### config.mk
export PLATFORM = sky130hd
export DESIGN_NAME = psr_access_sequencer
export DESIGN_NICKNAME = d
export VERILOG_FILES = /design/src/rtl/psr_access_sequencer.sv
export SDC_FILE = /design/constraint.sdc
export NUM_CORES = 1
export LEC_CHECK = 0
export BUFFER_PORTS_ARGS = -buffer_cell sky130_fd_sc_hd__buf_2
export CAP_MARGIN = 5
export CORE_ASPECT_RATIO = 1.25
export CORE_MARGIN = 2
export CORE_UTILIZATION = 47
export DETAILED_ROUTE_END_ITERATION = 8
export PLACE_DENSITY = 0.72
export SLEW_MARGIN = 25
export SYNTH_ARGS = -nofsm -noshare
export SYNTH_HDL_FRONTEND = slang
export SYNTH_SLANG_ARGS = --single-unit
### constraint.sdc
create_clock -name clk_i -period 1.9 [get_ports clk_i]
set_input_delay 0 -clock clk_i [delete_from_list [all_inputs] [get_ports clk_i]]
set_output_delay 0 -clock clk_i [all_outputs]
set_load 0.005 [all_outputs]
### src/rtl/psr_access_sequencer.sv
// ============================================================================
// Module   : psr_access_sequencer
// Purpose  : Sole PSR writer; arbitrates ALU/software/trap/rett updates and
//            keeps a shadow stack of PSR values for nested traps.
// Revision : 1.0 - initial release
// ============================================================================
`default_nettype none

module psr_access_sequencer #(
    parameter int FLAG_W     = 4,
    parameter int STATUS_W   = FLAG_W + 1,
    parameter int SAVE_DEPTH = 4,
    parameter int DEPTH_W    = $clog2(SAVE_DEPTH + 1)
) (
    input  logic                clk_i,
    input  logic                reset_i,
    input  logic                alu_req_i,
    input  logic [FLAG_W-1:0]   alu_flags_i,
    input  logic                alu_disp_i,
    output logic                alu_gnt_o,
    input  logic                sw_req_i,
    input  logic [STATUS_W-1:0] sw_data_i,
    output logic                sw_gnt_o,
    input  logic                trap_req_i,
    output logic                trap_ack_o,
    input  logic                rett_req_i,
    output logic                rett_ack_o,
    input  logic [STATUS_W-1:0] psr_status_i,
    output logic                psr_rw_o,
    output logic [STATUS_W-1:0] psr_wdata_o,
    output logic [DEPTH_W-1:0]  depth_o,
    output logic                ovf_err_o,
    output logic                unf_err_o
);

    localparam int                 IDX_W      = (SAVE_DEPTH > 1) ? $clog2(SAVE_DEPTH) : 1;
    localparam logic [DEPTH_W-1:0] DEPTH_FULL = DEPTH_W'(SAVE_DEPTH);
    localparam logic [DEPTH_W-1:0] DEPTH_ONE  = DEPTH_W'(1);

    typedef enum logic [2:0] {
        ST_IDLE       = 3'd0,
        ST_TRAP_SAVE  = 3'd1,
        ST_TRAP_WRITE = 3'd2,
        ST_RETT_POP   = 3'd3,
        ST_RETT_WRITE = 3'd4
    } state_e;

    state_e              state_q;
    logic [DEPTH_W-1:0]  depth_q;
    logic                ovf_q;
    logic                unf_q;
    logic [STATUS_W-1:0] restore_q;
    logic [STATUS_W-1:0] stack_q [SAVE_DEPTH];

    logic [IDX_W-1:0]    push_idx;
    logic [IDX_W-1:0]    pop_idx;

    assign push_idx = IDX_W'(depth_q);
    assign pop_idx  = IDX_W'(depth_q - DEPTH_ONE);

    always_ff @(posedge clk_i) begin
        if (!reset_i) begin
            state_q   <= ST_IDLE;
            depth_q   <= '0;
            ovf_q     <= 1'b0;
            unf_q     <= 1'b0;
            restore_q <= '0;
            for (int i = 0; i < SAVE_DEPTH; i++) begin
                stack_q[i] <= '0;
            end
        end else begin
            unique case (state_q)
                ST_IDLE: begin
                    // sw/alu grants never leave IDLE, so only trap/rett move the FSM
                    if (trap_req_i) begin
                        state_q <= ST_TRAP_SAVE;
                    end else if (rett_req_i) begin
                        state_q <= ST_RETT_POP;
                    end
                end
                ST_TRAP_SAVE: begin
                    if (depth_q < DEPTH_FULL) begin
                        stack_q[push_idx] <= psr_status_i;
                        depth_q           <= depth_q + DEPTH_ONE;
                    end else begin
                        ovf_q <= 1'b1;
                    end
                    state_q <= ST_TRAP_WRITE;
                end
                ST_TRAP_WRITE: begin
                    state_q <= ST_IDLE;
                end
                ST_RETT_POP: begin
                    if (depth_q != '0) begin
                        restore_q <= stack_q[pop_idx];
                        depth_q   <= depth_q - DEPTH_ONE;
                        state_q   <= ST_RETT_WRITE;
                    end else begin
                        unf_q   <= 1'b1;
                        state_q <= ST_IDLE;
                    end
                end
                ST_RETT_WRITE: begin
                    state_q <= ST_IDLE;
                end
                default: begin
                    state_q <= ST_IDLE;
                end
            endcase
        end
    end

    always_comb begin
        alu_gnt_o   = 1'b0;
        sw_gnt_o    = 1'b0;
        trap_ack_o  = 1'b0;
        rett_ack_o  = 1'b0;
        psr_rw_o    = 1'b0;
        psr_wdata_o = '0;
        if (reset_i) begin
            unique case (state_q)
                ST_IDLE: begin
                    if (!trap_req_i && !rett_req_i) begin
                        if (sw_req_i) begin
                            sw_gnt_o    = 1'b1;
                            psr_rw_o    = 1'b1;
                            psr_wdata_o = sw_data_i;
                        end else if (alu_req_i) begin
                            alu_gnt_o   = 1'b1;
                            psr_rw_o    = 1'b1;
                            psr_wdata_o = {alu_disp_i, alu_flags_i};
                        end
                    end
                end
                ST_TRAP_WRITE: begin
                    // Trap entry keeps the flags but clears the displacement bit
                    trap_ack_o  = 1'b1;
                    psr_rw_o    = 1'b1;
                    psr_wdata_o = {1'b0, psr_status_i[FLAG_W-1:0]};
                end
                ST_RETT_POP: begin
                    rett_ack_o = (depth_q == '0);
                end
                ST_RETT_WRITE: begin
                    rett_ack_o  = 1'b1;
                    psr_rw_o    = 1'b1;
                    psr_wdata_o = restore_q;
                end
                default: begin
                end
            endcase
        end
    end

    assign depth_o   = depth_q;
    assign ovf_err_o = ovf_q;
    assign unf_err_o = unf_q;

endmodule

`default_nettype wire

==> results.md <==
- Status: complete, no violations
- Sw power: 409 µW
- Yosys top cell area share: 0.328
- Die area: roughly 0.0044 mm²
- Final nets: 237
- Final setup fails: 0
- WP data required: 1900 ps
- Max Root-Sink Buffers: 2
- First-pass GRT wire length: 6.62 mm
- IO Count: 36
- Synth Register Bits: 33
- Reg clk slew, reported paths: 60 ps
- Drt drc: 0
- Buffers on Ports: 35
- Int Power: around 1200 µW
- CTS tree: done
- Largest net degree at the start of global routing: 24
- Power density over cell area: 723 mW/mm²
- Fin Hold WS: around 23 ps
- N_diodes: 0
- RSZ-0062 raised after global routing: no
- Combinational power share: 0.179
- Fillers: approximately 340
- GPL Wtd Cong: between 0.8 and 0.9
- Synth Instances: 169
- 1st-iter DRT viols: 44
- Detailed placement HPWL: 3.27 mm
- GRT overflow: 0
- Final TNS setup: 0 ps
- Switching share of total power: 0.258
- Syn_nets: 193
- Arrival time worst endpoint: 1750 ps
- LEAKAGE: 0.000886 µW
- Overall routed net length: 4.21 mm
- Detail Route Antenna Nets: 0
- DR vias/cell: 5.72
- CP Class: flop to output pin
- Routed vias: 1,452
- Sequential area share after synthesis: 0.470
- Clk sinks: 33
- Die X: approximately 60 µm
- Clock period minus worst slack: 1750 ps
- Core area: approximately 0.0038 mm²
- Crit Path Max Fanout: 7
- Final Max Slew Viols: 0
- CTS Buf Count: 5
- Starting density of the core: 0.488
- Initial antenna violation count: 0
- Share of cells above drive strength 1: 0.304
- Main synth FF type: edfxtp_1
- Tcrit/Tclk final: 0.918
- Mapped Area: between 0.0015 and 0.002 mm²
- Flop pwr share: 0.516
- Ys Warns: 0
- Tot GR Track Use: 0.210
- Clk_skew: between 4 and 5 ps
- Row count: 25
- EDFF count, synth: 20
- Pre-CTS setup slack: 194 ps
- Top-count cell post-synth: and2_1
- Top cells by count, synth: 22 x and2_1, 20 x edfxtp_1, 15 x nand3b_1
- Max VDD drop: roughly 0.37 mV
- Startpoint types: flop
- Pre-antenna DRT Iters: 4
- Max-cap viol count: 0
- Final-report hold violation count: 0
- Clock share of power: 0.305
- CTS root buffer: clkbuf_8
- Postcts setup bufs: 0
- Fmax: approximately 570 MHz
- Die outline height: between 70 and 80 µm
- Worst Hold Class: primary input to flop
- Routed wire length per instance: around 17 µm
- Final Non-Filler Cells: 254
- Worst-margin pin slew: 346 ps
- Synthesized area per cell: 10.8 µm²
- Synth cell types: 35
- # placed instances: 246
- Cell taking the most area after synthesis: edfxtp_1
- Clock latency on the worst-skew pair: around 280 ps
- Final worst slack: 155 ps
- P&R area growth vs syn: 19.6%
- Post-synth ARST share: 0
- Vias in the first global route: 1,388
- Critical path endpoint category: output pin
- Htree depth: 2
- Relative slew slack: 0.769
- Largest cells by area after synthesis: edfxtp_1 33%, dfxtp_1 14%, and2_1 7.5%
==> layer usage <==
metal,vias up,wire length [µm],global-route usage,share of wire
met1,690,1710,0.231,0.41
met5,-,0,0,0
met2,38,2240,0.384,0.53
met3,7,189,0.0440,0.045
li1,717,-,-,-
met4,0,77,0.0815,0.018
==> critical path: stages (launching register included) <==
cell and delay, ps:
dfxtp_1 370, or4_4 590, o32ai_2 250, and2_1 140, buf_2 100
==> logic make-up (layout without fill, tap and decap cells) <==
group,after synthesis,after routing,share of synthesized area
AO/OA/AOI/OAI,33,33,0.134
XOR/XNOR,2,2,0.00957
adder cells (fa/ha/maj),3,3,0.0205
buffers and inverters,14,59,0.0308
flip-flops,33,33,0.470
multiplexers,5,5,0.0615
AND/OR/NAND/NOR,79,79,0.273
==> registers in the layout (all words and copies together), names as in the netlist <==
signal / cells
state_q: 3
ovf_err_o: 1
restore_q: 5
unf_err_o: 1
depth_o: 3
stack_q: 20
==> stage by stage <==
stage	total power, µW	utilization	area, µm²
2_1_floorplan	1000	-	1830
3_3_place_gp	1100	0.561	2100
3_5_place_dp	1110	0.561	2100
4_1_cts	1600	0.582	2190
5_1_grt	1650	0.583	2190
6_report	1580	0.583	2190
==> cell type report <==
| class | count | area [µm²] | area share |
|---|---|---|---|
| multi-input combinational | 122 | 917 | 0.419 |
| sequential | 33 | 861 | 0.393 |
| clock buffer | 5 | 68.8 | 0.0314 |
| clock inverter | 3 | 12.5 | 0.00571 |
| tap | 40 | 50.0 | 0.0229 |
| inverter | 4 | 15.0 | 0.00686 |
| timing repair buffer | 47 | 265 | 0.121 |
==> power by group through the flow <==
stage | Clock [µW] | Combinational, µW | Sequential [µW]
floorplan | 0 | 181 | 824
global placement | 0 | 271 | 829
detailed placement | 0 | 281 | 831
CTS | 498 | 282 | 816
global route | 524 | 311 | 818
finish | 483 | 282 | 816
==> cells in the final DEF, fill, tap and decap left out, types with 2 or more instances in the layout <==
master and instances:
a211oi_1 7, a21oi_1 7, a31o_2 2, and2_1 22, and3_1 4, buf_2 35
buf_4 12, clkbuf_8 5, clkinv_1 2, dfxtp_1 13, edfxtp_1 20, ha_1 3
inv_1 4, mux4_2 5, nand2_1 10, nand2b_1 5, nand3b_1 15, nor2_1 6
nor2b_1 2, nor3_1 2, nor3_2 3, nor3b_1 3, o21a_1 7, o2bb2ai_1 6
or4b_1 2
==> path summary, 6_finish.rpt <==
path | startpoint | endpoint | slack (ps) | depth (start not counted)
worst max-delay path | state_q[1] | psr_rw_o | 150 | 4
worst min-delay path | trap_req_i | state_q[0] | 20 | 3
worst max register to register | state_q[1] | stack_q[3][4] | 190 | 3
worst min register to register | unf_err_o | unf_err_o | 460 | 1
==> timing repair <==
| item | CTS | global route |
|---|---|---|
| setup endpoints to repair | 0 | 2 |
| resized for setup | 0 | 1 |
| hold buffers | 0 | 0 |
Note: power is estimated with default switching activity, not from simulation.
